## config.mk

```make
export PLATFORM = sky130hd
export DESIGN_NAME = risk_tile_agu
export DESIGN_NICKNAME = d
export VERILOG_FILES = /design/src/rtl/risk_tile_agu.sv
export SDC_FILE = /design/constraint.sdc
export NUM_CORES = 1
export LEC_CHECK = 0
export CAP_MARGIN = 0
export CORE_MARGIN = 4
export CORE_UTILIZATION = 51
export DETAILED_ROUTE_END_ITERATION = 12
export GPL_ROUTABILITY_DRIVEN = 0
export GPL_TIMING_DRIVEN = 0
export HOLD_SLACK_MARGIN = 0.15
export PLACE_DENSITY = 0.79
export SLEW_MARGIN = 20
export SYNTH_ARGS = -nofsm -noshare
export SYNTH_HDL_FRONTEND = slang
export SYNTH_SLANG_ARGS = --single-unit
```

## constraint.sdc

```tcl
create_clock -name clk -period 2.6 [get_ports clk]
set_input_delay 0.26 -clock clk [delete_from_list [all_inputs] [get_ports clk]]
set_output_delay 0.26 -clock clk [all_outputs]
set_load 0.005 [all_outputs]
```

## src/rtl/risk_tile_agu.sv

```systemverilog
// Strided tile address generator: one SZ-lane address row per beat, SZ beats per tile.
// Row 0 appears the cycle after accept; rows hold stable while out_ready is low.
module risk_tile_agu #(
  parameter int SZ = 4,
  parameter int AW = 15,
  parameter int SW = 14,
  parameter int RW = (SZ > 1) ? $clog2(SZ) : 1
) (
  input  logic             clk,
  input  logic             reset,
  input  logic             start_valid,
  output logic             start_ready,
  input  logic [AW-1:0]    base_addr,
  input  logic [SW-1:0]    stride_x,
  input  logic [SW-1:0]    stride_y,
  input  logic             transpose,
  input  logic             abort,
  output logic             out_valid,
  input  logic             out_ready,
  output logic [SZ*AW-1:0] out_addrs,
  output logic [RW-1:0]    out_row,
  output logic             out_last,
  output logic             busy
);

  typedef enum logic {IDLE, RUN} state_t;

  state_t        state, state_nxt;
  logic [AW-1:0] ls_q, rs_q;
  logic [AW-1:0] ls_in, rs_in;
  logic [AW-1:0] lane_q    [SZ];
  logic [AW-1:0] lane_init [SZ];
  logic [AW-1:0] acc;
  logic [RW-1:0] row_q;
  logic          accept, advance, last_row;

  assign ls_in    = transpose ? AW'(stride_y) : AW'(stride_x);
  assign rs_in    = transpose ? AW'(stride_x) : AW'(stride_y);
  assign accept   = (state == IDLE) && start_valid;
  // abort beats a simultaneous handshake: the pending row is dropped
  assign advance  = (state == RUN) && out_ready && !abort;
  assign last_row = (row_q == RW'(SZ - 1));

  // Row 0 lanes built as a running sum so no multiplier sits on the accept path
  always_comb begin
    acc = base_addr;
    for (int i = 0; i < SZ; i++) begin
      lane_init[i] = acc;
      acc          = acc + ls_in;
    end
  end

  always_ff @(posedge clk or posedge reset) begin
    if (reset) state <= IDLE;
    else       state <= state_nxt;
  end

  always_comb begin
    state_nxt = state;
    case (state)
      IDLE: if (start_valid) state_nxt = RUN;
      RUN: begin
        if (abort)                      state_nxt = IDLE;
        else if (out_ready && last_row) state_nxt = IDLE;
      end
      default: state_nxt = IDLE;
    endcase
  end

  always_ff @(posedge clk or posedge reset) begin
    if (reset) begin
      for (int i = 0; i < SZ; i++) lane_q[i] <= '0;
      row_q <= '0;
      ls_q  <= '0;
      rs_q  <= '0;
    end else if (accept) begin
      lane_q <= lane_init;
      row_q  <= '0;
      ls_q   <= ls_in;
      rs_q   <= rs_in;
    end else if (advance) begin
      for (int i = 0; i < SZ; i++) lane_q[i] <= lane_q[i] + rs_q;
      row_q <= row_q + RW'(1);
    end
  end

  for (genvar g = 0; g < SZ; g++) begin : g_lane
    assign out_addrs[g*AW +: AW] = lane_q[g];
  end

  assign out_valid   = (state == RUN);
  assign out_last    = out_valid && last_row;
  assign out_row     = row_q;
  assign busy        = (state != IDLE);
  assign start_ready = (state == IDLE);

endmodule
```

==> qor.log, run 1 <==
qor: timing.grt_setup_unrepaired true
qor: cts.cts_root_buf clkbuf_16
qor: placed_design.dp_slack -2.53 ns
qor: route.first_iter_violations 1289
qor: pwr.power-per-cell-area 1240 nW/um^2
qor: critical_path.worstSetupStartpoint transpose
qor: final_layout.area_growth_syn_to_layout 45.6%
qor: synth.mappedNetlistNets 1079
qor: critical_path.critPathCaptureType register
qor: worst_hold_path.timing.hold.worst.class in -> reg
qor: cts.clk_pin_slew 0.06 ns
qor: die.chipWidth 131 um
qor: timing.slew_headroom 35.4%
qor: timing.max_freq 212 MHz
qor: synth.yosys_register_bits 77
qor: route.met3RoutedLength 4300 um
qor: route.drtPass1Iterations 6
qor: global_route.largest_net_degree_at_the_start_of_global_routing 43
qor: pwr.final_total_pwr 0.0138 W
qor: synth.yosys_warnings 0
qor: die.core_region_area 14600 um^2
qor: final_layout.final_layout_size_suffix_gt1_share 25.0%
qor: route.drtAntennaViolNets 0
qor: timing.final_hold_viol_count 0
qor: synth.synth.avg_cell_area 8.30 um^2
qor: route.met2_wirelength 14400 um
qor: critical_path.setup.worst_path.class in -> reg
qor: critical_path.cp.required 2.80 ns
qor: run_status.status finished, violations left
qor: synth.synth_seq_area_share 25.2%
qor: synth.synth-main-ff-cell dfrtp_1
qor: synth.post_synth_instance_area 7650 um^2
qor: timing.worstMarginPinSlew 0.969 ns
qor: pwr.power.switching_fraction 46.6%
qor: timing.period_share 181%
qor: final_layout.seq_area 1930 um^2
qor: global_route.grt_first_pass_wirelength 42700 um
qor: synth.netlist-cell-type-count 63
qor: run.cap_viol_max_count 0
qor: cts.cts_buffers 9
qor: timing.report.final.slew_viol_count 0
qor: critical_path.crit_arrival 4.90 ns
qor: timing.final-setup-viol-count 31
qor: synth.synthesis.instances 922
qor: route.detail_route.drc_violations 0
qor: pwr.power.static_leakage 4.78 nW
qor: global_route.first_global_vias 8089
qor: die.floorplan.rows 44
qor: route.via_per_inst 6.94
qor: pwr.combinational_power_share 73.3%
qor: critical_path.regToRegStartpoint rs_q[0]
qor: die.i_o_pins 115
qor: route.route.top_layer_used met4
qor: timing.fin_worst_skew 0.00975 ns
qor: cts.worstSkewPairLatency 0.36 ns
qor: final_layout.antenna_cells_inserted 0
qor: final_layout.non_filler_cells_final 1332
qor: timing.fin_ws -2.11 ns
qor: route.postRouteWirelength 33200 um
qor: critical_path.crit_path_max_fanout 5
qor: final_layout.layout.cells.most_common_list clkdlybuf4s50_1, buf_4, nand2_1, ha_1, nor2_1
qor: die.initial_utilization 52.3%
qor: pwr.peakVddDrop 0.000583 V
qor: global_route.grt_overflow_total 0
qor: cts.clock_sinks 77
qor: placed_design.placed_instance_area 9230 um^2
qor: run_status.violations negative setup slack
qor: pwr.p_sw 0.00644 W
qor: cts.clock_tree_from_tritoncts built
qor: critical_path.worst-r2r-setup-slack -0.29 ns
qor: pwr.pwr-share-clk 10.1%
qor: die.die_y 131 um
qor: route.avgRoutedWirePerCell 25.0 um
qor: synth.synth-edff-count 0
qor: placed_design.count_of_placed_standard_cells_including_taps 1220
qor: final_layout.final_nets 1300
qor: final_layout.post-route-cell-area 11100 um^2
qor: global_route.grtUsageTotal 32.6%
qor: placed_design.count_of_port_buffers_added_during_placement 113
qor: timing.timing.final.crit_period 4.71 ns
qor: route.routedLengthMet1 11800 um
qor: global_route.grt_antenna_before_repair 0
qor: final_layout.multi_input_comb_area 6480 um^2
qor: cts.cts.path.max_buffers 2
qor: cts.cts_hold_buf 0
qor: synth.postSynth.asyncResetShare 100%
qor: critical_path.crit_path_start_kind input port
qor: pwr.power.internal 0.00740 W
qor: timing.holdWs 0.265 ns
qor: die.fp.dieArea 17000 um^2
qor: placed_design.hpwl 18900 um
qor: final_layout.layout.cells.most_common clkdlybuf4s50_1
qor: worst_hold_path.hold_path_startpoint stride_y[6]
qor: pwr.seq_power_share 16.6%
qor: route.vias 9245
qor: cts.ctsHtreeMaxLevel 3
qor: final_layout.layout.filler_cells 893
## state kept, by name (all words and copies together) (netlist names)
register   flops
out_addrs     60
rs_q          14
busy           1
out_row        2
## what timing repair did
| action | 4_1_cts | 5_1_grt |
|---|---|---|
| setup buffers | 60 | 39 |
| endpoints found under the hold margin | 0 | 0 |
| setup endpoints to repair | 33 | 48 |
| pin swaps | 64 | 73 |
| gates resized for setup | 85 | 116 |
| gates cloned | 0 | 0 |
## routing by layer
layer | vias to the layer above | GRT usage (%)
met4 | 0 | 15.7
met1 | 4323 | 42.4
met3 | 262 | 6.18
met2 | 823 | 52.2
li1 | 3837 | -
met5 | - | 0
## cells in the mapped netlist, types with 3 or more instances
cell type  instances  share of area (%)
nand2b_1           6               0.49
nand3_1           16                1.0
buf_1              3               0.15
o31ai_1            6               0.59
nor3_1            30                2.0
a22oi_1            7               0.69
inv_1             29                1.4
o22ai_1            4               0.33
o21bai_1          10               0.98
nand2_1           85                4.2
ha_1             101                 17
clkbuf_1          25                1.2
o211ai_2           3               0.49
dfrtp_1           77                 25
nand4_1            6               0.49
nor3b_1            3               0.29
and2_1             6               0.49
nor2_1            83                4.1
or3_1             13                1.1
o21a_1            15                1.5
a211oi_1          19                1.9
or2_2              4               0.33
o211ai_1           7               0.69
o21ai_0           61                4.0
a21oi_1           90                5.9
a31oi_1           28                2.3
mux2_2            13                1.9
xnor2_1           36                4.1
mux2i_1           20                2.6
a21o_1            14                1.4
o21ai_1            5               0.33
and3_1            10               0.82
nand3b_1           6               0.59
a221oi_1           3               0.34
xor2_1            31                3.5
fa_1               7                1.8
nor2b_1           10               0.82
## logic make-up (layout without fill, tap and decap cells)
family                     count (synthesis)  after routing  synth area share, %
and+or+nand+nor                          287            287                 17.6
DFF                                       77             77                 25.2
muxes                                     33             33                 4.53
adders and majority gates                108            108                 18.3
xor gates and xnor gates                  67             67                 7.67
AOI/OAI and AO/OA                        291            291                 23.7
buffers and inverters                     59            285                 2.96
## cell type report
type | count | share of cell area, %
Tap cell | 184 | 2.07
Multi-Input combinational cell | 786 | 58.2
Clock buffer | 13 | 2.42
Buffer | 29 | 1.58
Timing Repair Buffer | 211 | 17.0
Inverter | 29 | 1.06
Sequential cell | 77 | 17.3
Clock inverter | 3 | 0.382
## power groups by stage
stage | Sequential [W] | Clock [W] | Combinational [W]
final | 0.00230 | 0.00140 | 0.0101
after global routing | 0.00233 | 0.00142 | 0.0108
after CTS | 0.00224 | 0.00137 | 0.00837
after detailed placement | 0.00226 | 0 | 0.00751
after global placement | 0.00225 | 0 | 0.00732
after floorplan | 0.00212 | 0 | 0.00539
## worst max-delay path: stages
cell,delay [ns]
clkbuf_16,0.13
mux2_4,0.32
ha_4,0.17
fa_2,0.42
buf_4,0.17
a21oi_2,0.11
nor2_1,0.05
nor2_1,0.19
xnor2_2,0.13
ha_4,0.20
or3_1,0.44
o211ai_2,0.25
or2b_1,0.33
buf_4,0.19
xor2_4,0.20
ha_4,0.25
and3_1,0.22
a211oi_4,0.24
a21oi_2,0.10
a31oi_1,0.27
xor2_1,0.17
a22oi_1,0.08
## final timing paths
kind	endpoint	cells past startpoint
max	out_addrs[58]	22
max in group asynchronous	out_addrs[27]	3
min	rs_q[6]	3
max reg2reg	out_addrs[59]	11
min reg2reg	out_addrs[12]	2
min in group asynchronous	out_addrs[31]	2
## metrics by stage
step,setup TNS [ns],utilization (%)
after floorplan,-22.67,-
final,-28.29,76.1
after CTS,-19.24,70.5
after global placement,-123.52,62.8
after detailed placement,-41.14,63.0
after global routing,-30.75,76.1
(Power assumes the default switching activity.)
==> inputs of run 2 (changes only) <==
--- a/config.mk
+++ b/config.mk
@@ -11,7 +11,7 @@
 export DETAILED_ROUTE_END_ITERATION = 12
 export GPL_ROUTABILITY_DRIVEN = 0
 export GPL_TIMING_DRIVEN = 0
-export HOLD_SLACK_MARGIN = 0.15
+export HOLD_SLACK_MARGIN = 0.08
 export PLACE_DENSITY = 0.79
 export SLEW_MARGIN = 20
 export SYNTH_ARGS = -nofsm -noshare
==> results of run 2 <==
The final DEF is identical to that of run 1; final timing and power are the same.
==> inputs of run 3 (changes only) <==
--- a/config.mk
+++ b/config.mk
@@ -10,7 +10,6 @@
 export CORE_UTILIZATION = 51
 export DETAILED_ROUTE_END_ITERATION = 12
 export GPL_ROUTABILITY_DRIVEN = 0
-export GPL_TIMING_DRIVEN = 0
 export HOLD_SLACK_MARGIN = 0.08
 export PLACE_DENSITY = 0.79
 export SLEW_MARGIN = 20
==> run 3 against run 2 <==
The run still ends with negative setup slack left. Largest power group unchanged. First-iteration DRC count is 25% higher. Final area grew 7.8%. Register-to-register slack got worse by 0.20 ns. Via count rose by 7.7%. Critical path type unchanged. Final cell count rose by 5.6%.
==> qor.log, run 3 (same netlist as run 1, synthesis figures left out) <==
qor: timing.grt_setup_unrepaired true
qor: die.i_o_pins 115 [unchanged]
qor: final_layout.layout.cells.most_common_list buf_4, clkdlybuf4s50_1, nand2_1, dfrtp_1, ha_1
qor: route.vias 9959 [+7.7%]
qor: route.avgRoutedWirePerCell 27.8 um [+11%]
qor: global_route.grt_antenna_before_repair 1 [+1]
qor: timing.final_hold_viol_count 0 [unchanged]
qor: run_status.status finished, violations left
qor: final_layout.final_nets 1373 [+5.6%]
qor: die.fp.dieArea 17000 um^2 [unchanged]
qor: timing.fin_worst_skew 0.00831 ns [-0.00144 ns]
qor: route.via_per_inst 7.08 [+2.1%]
qor: final_layout.layout.cells.most_common buf_4
qor: cts.clock_tree_from_tritoncts built
qor: timing.worstMarginPinSlew 0.634 ns [-0.335 ns]
qor: cts.cts_buffers 9 [unchanged]
qor: route.detail_route.drc_violations 0 [unchanged]
qor: critical_path.setup.worst_path.class in -> reg
qor: timing.timing.final.crit_period 5.04 ns [+0.333 ns]
qor: final_layout.largest_reg_flops 60 [unchanged]
qor: critical_path.worstReg2RegEnd out_addrs[25]
qor: route.postRouteWirelength 39000 um [+17%]
qor: placed_design.hpwl 17500 um [-7.4%]
qor: global_route.grtUsageTotal 33.4% [+0.85 points]
qor: global_route.grt_overflow_total 0 [unchanged]
qor: timing.final-setup-viol-count 35 [+13%]
qor: timing.period_share 194% [+13 points]
qor: cts.cts.path.max_buffers 2 [unchanged]
qor: timing.max_freq 198 MHz [-6.6%]
qor: run.cap_viol_max_count 0 [unchanged]
qor: pwr.power.static_leakage 5.25 nW [+9.7%]
qor: timing.fin_ws -2.44 ns [-0.333 ns]
qor: final_layout.layout.filler_cells 703 [-21%]
qor: route.drtAntennaViolNets 0 [unchanged]
qor: pwr.final_total_pwr 0.0157 W [+14%]
qor: critical_path.worstRegToRegCells 14 [+3]
qor: critical_path.crit_path_max_fanout 5 [unchanged]
qor: final_layout.final_layout_size_suffix_gt1_share 32.5% [+7.5 points]
qor: global_route.grt_first_pass_wirelength 44600 um [+4.4%]
qor: die.chipWidth 131 um [unchanged]
qor: route.drtPass1Iterations 7 [+1]
qor: critical_path.critPathCaptureType register
qor: global_route.first_global_vias 8654 [+7.0%]
qor: cts.cts_root_buf clkbuf_16
qor: global_route.largest_net_degree_at_the_start_of_global_routing 52 [+21%]
qor: cts.worstSkewPairLatency 0.37 ns [about the same]
qor: timing.report.final.slew_viol_count 0 [unchanged]
qor: route.first_iter_violations 1612 [+25%]
qor: critical_path.crit_path_start_kind input port
qor: worst_hold_path.timing.hold.worst.class in -> async
qor: cts.clock_sinks 77 [unchanged]
qor: die.die_y 131 um [unchanged]
qor: placed_design.count_of_port_buffers_added_during_placement 114 [+0.88%]
qor: pwr.peakVddDrop 0.000678 V [+16%]
qor: die.floorplan.rows 44 [unchanged]
qor: final_layout.area_growth_syn_to_layout 57.0%
qor: timing.slew_headroom 57.5% [+22 points]
qor: critical_path.worst-r2r-setup-slack -0.49 ns [-0.20 ns]
qor: critical_path.crit_arrival 5.27 ns [+0.37 ns]
qor: cts.clk_pin_slew 0.07 ns [about the same]
qor: critical_path.regToRegStartpoint rs_q[0]
qor: die.core_region_area 14600 um^2 [unchanged]
qor: pwr.power-per-cell-area 1310 nW/um^2 [+5.4%]
qor: die.initial_utilization 52.3% [unchanged]
qor: cts.cts_hold_buf 0 [unchanged]
qor: timing.setup-tns-final -34.68 ns [-6.39 ns]
qor: critical_path.cp.required 2.83 ns [+0.03 ns]
qor: run_status.violations negative setup slack
qor: cts.ctsHtreeMaxLevel 3 [unchanged]
[run 3: cell count changes in the layout (fill, tap and decap cells not counted), sizes merged]
cell           before  now
buf               105  202
clkbuf             37   13
clkdlybuf4s15       0    2
clkdlybuf4s50      99  101
clkinv              1    2
clkinvlp            2    1
diode               0    1
dlygate4sd2        11    7
[run 3: repair_timing]
action / 4_1_cts / 5_1_grt
setup endpoints to repair: 35 / 34
gates resized for setup: 113 / 133
buffers inserted: 36 / 34
pin swaps: 70 / 86
[run 3: per-layer routing]
metal	track usage (%)	up-vias	wire [um]
met2	54.3	1068	15900
met5	0	-	0
met4	18.7	0	4230
met3	5.61	409	5850
met1	42.2	4514	13100
li1	-	3968	-
[run 3: area by class of cell]
type	count	area (um^2)	share of cell area, %
Clock inverter	3	42.5	0.354
Clock buffer	13	270	2.25
Inverter	29	113	0.937
Sequential cell	77	1930	16.1
Antenna cell	1	2.50	0.0208
Timing Repair Buffer	313	2800	23.3
Tap cell	184	230	1.92
Multi-Input combinational cell	786	6630	55.2
[run 3: where the power goes]
part	switching, W	internal, W
Combinational	0.00627	0.00573
Sequential	0.000649	0.00168
Clock	0.000579	0.000821
[run 3: worst max path at each step]
| stage | to | depth (start not counted) | slack (ns) | start |
|---|---|---|---|---|
| after detailed placement | out_addrs[59] | 23 | -2.52 | transpose |
| after global placement | out_addrs[59] | 23 | -2.38 | transpose |
| after floorplan | out_addrs[59] | 22 | -1.89 | transpose |
| after global routing | out_addrs[58] | 20 | -2.41 | stride_y[1] |
| after CTS | out_addrs[59] | 22 | -1.61 | transpose |
| final | out_addrs[58] | 18 | -2.44 | stride_y[4] |
[run 3: metrics by stage]
stage | std cells | worst slack (ns) | cell area [um^2] | hold slack, ns | util, %
after floorplan | 922 | -1.89 | 7840 | 0.377 | -
after global placement | 1336 | -2.38 | 10200 | 0.511 | 69.6
after detailed placement | 1336 | -2.52 | 10200 | 0.517 | 69.6
after CTS | 1383 | -1.61 | 11200 | 0.267 | 76.4
after global routing | 1406 | -2.41 | 12000 | 0.304 | 82.0
final | 1406 | -2.44 | 12000 | 0.247 | 82.0
[run 3: worst max-delay path, stage by stage]
cell and delay [ns]:
clkdlybuf4s50_1 0.46, mux2_2 0.34, ha_4 0.23, nor4_4 0.50, o21ai_4 0.16, a311oi_2 0.34
o21bai_1 0.13, a21oi_2 0.21, xnor2_2 0.16, ha_4 0.31, nand4_1 0.23, o211ai_1 0.61
xor2_1 0.32, ha_1 0.33, a21o_1 0.24, a31oi_2 0.19, xor2_1 0.17, a22oi_1 0.09
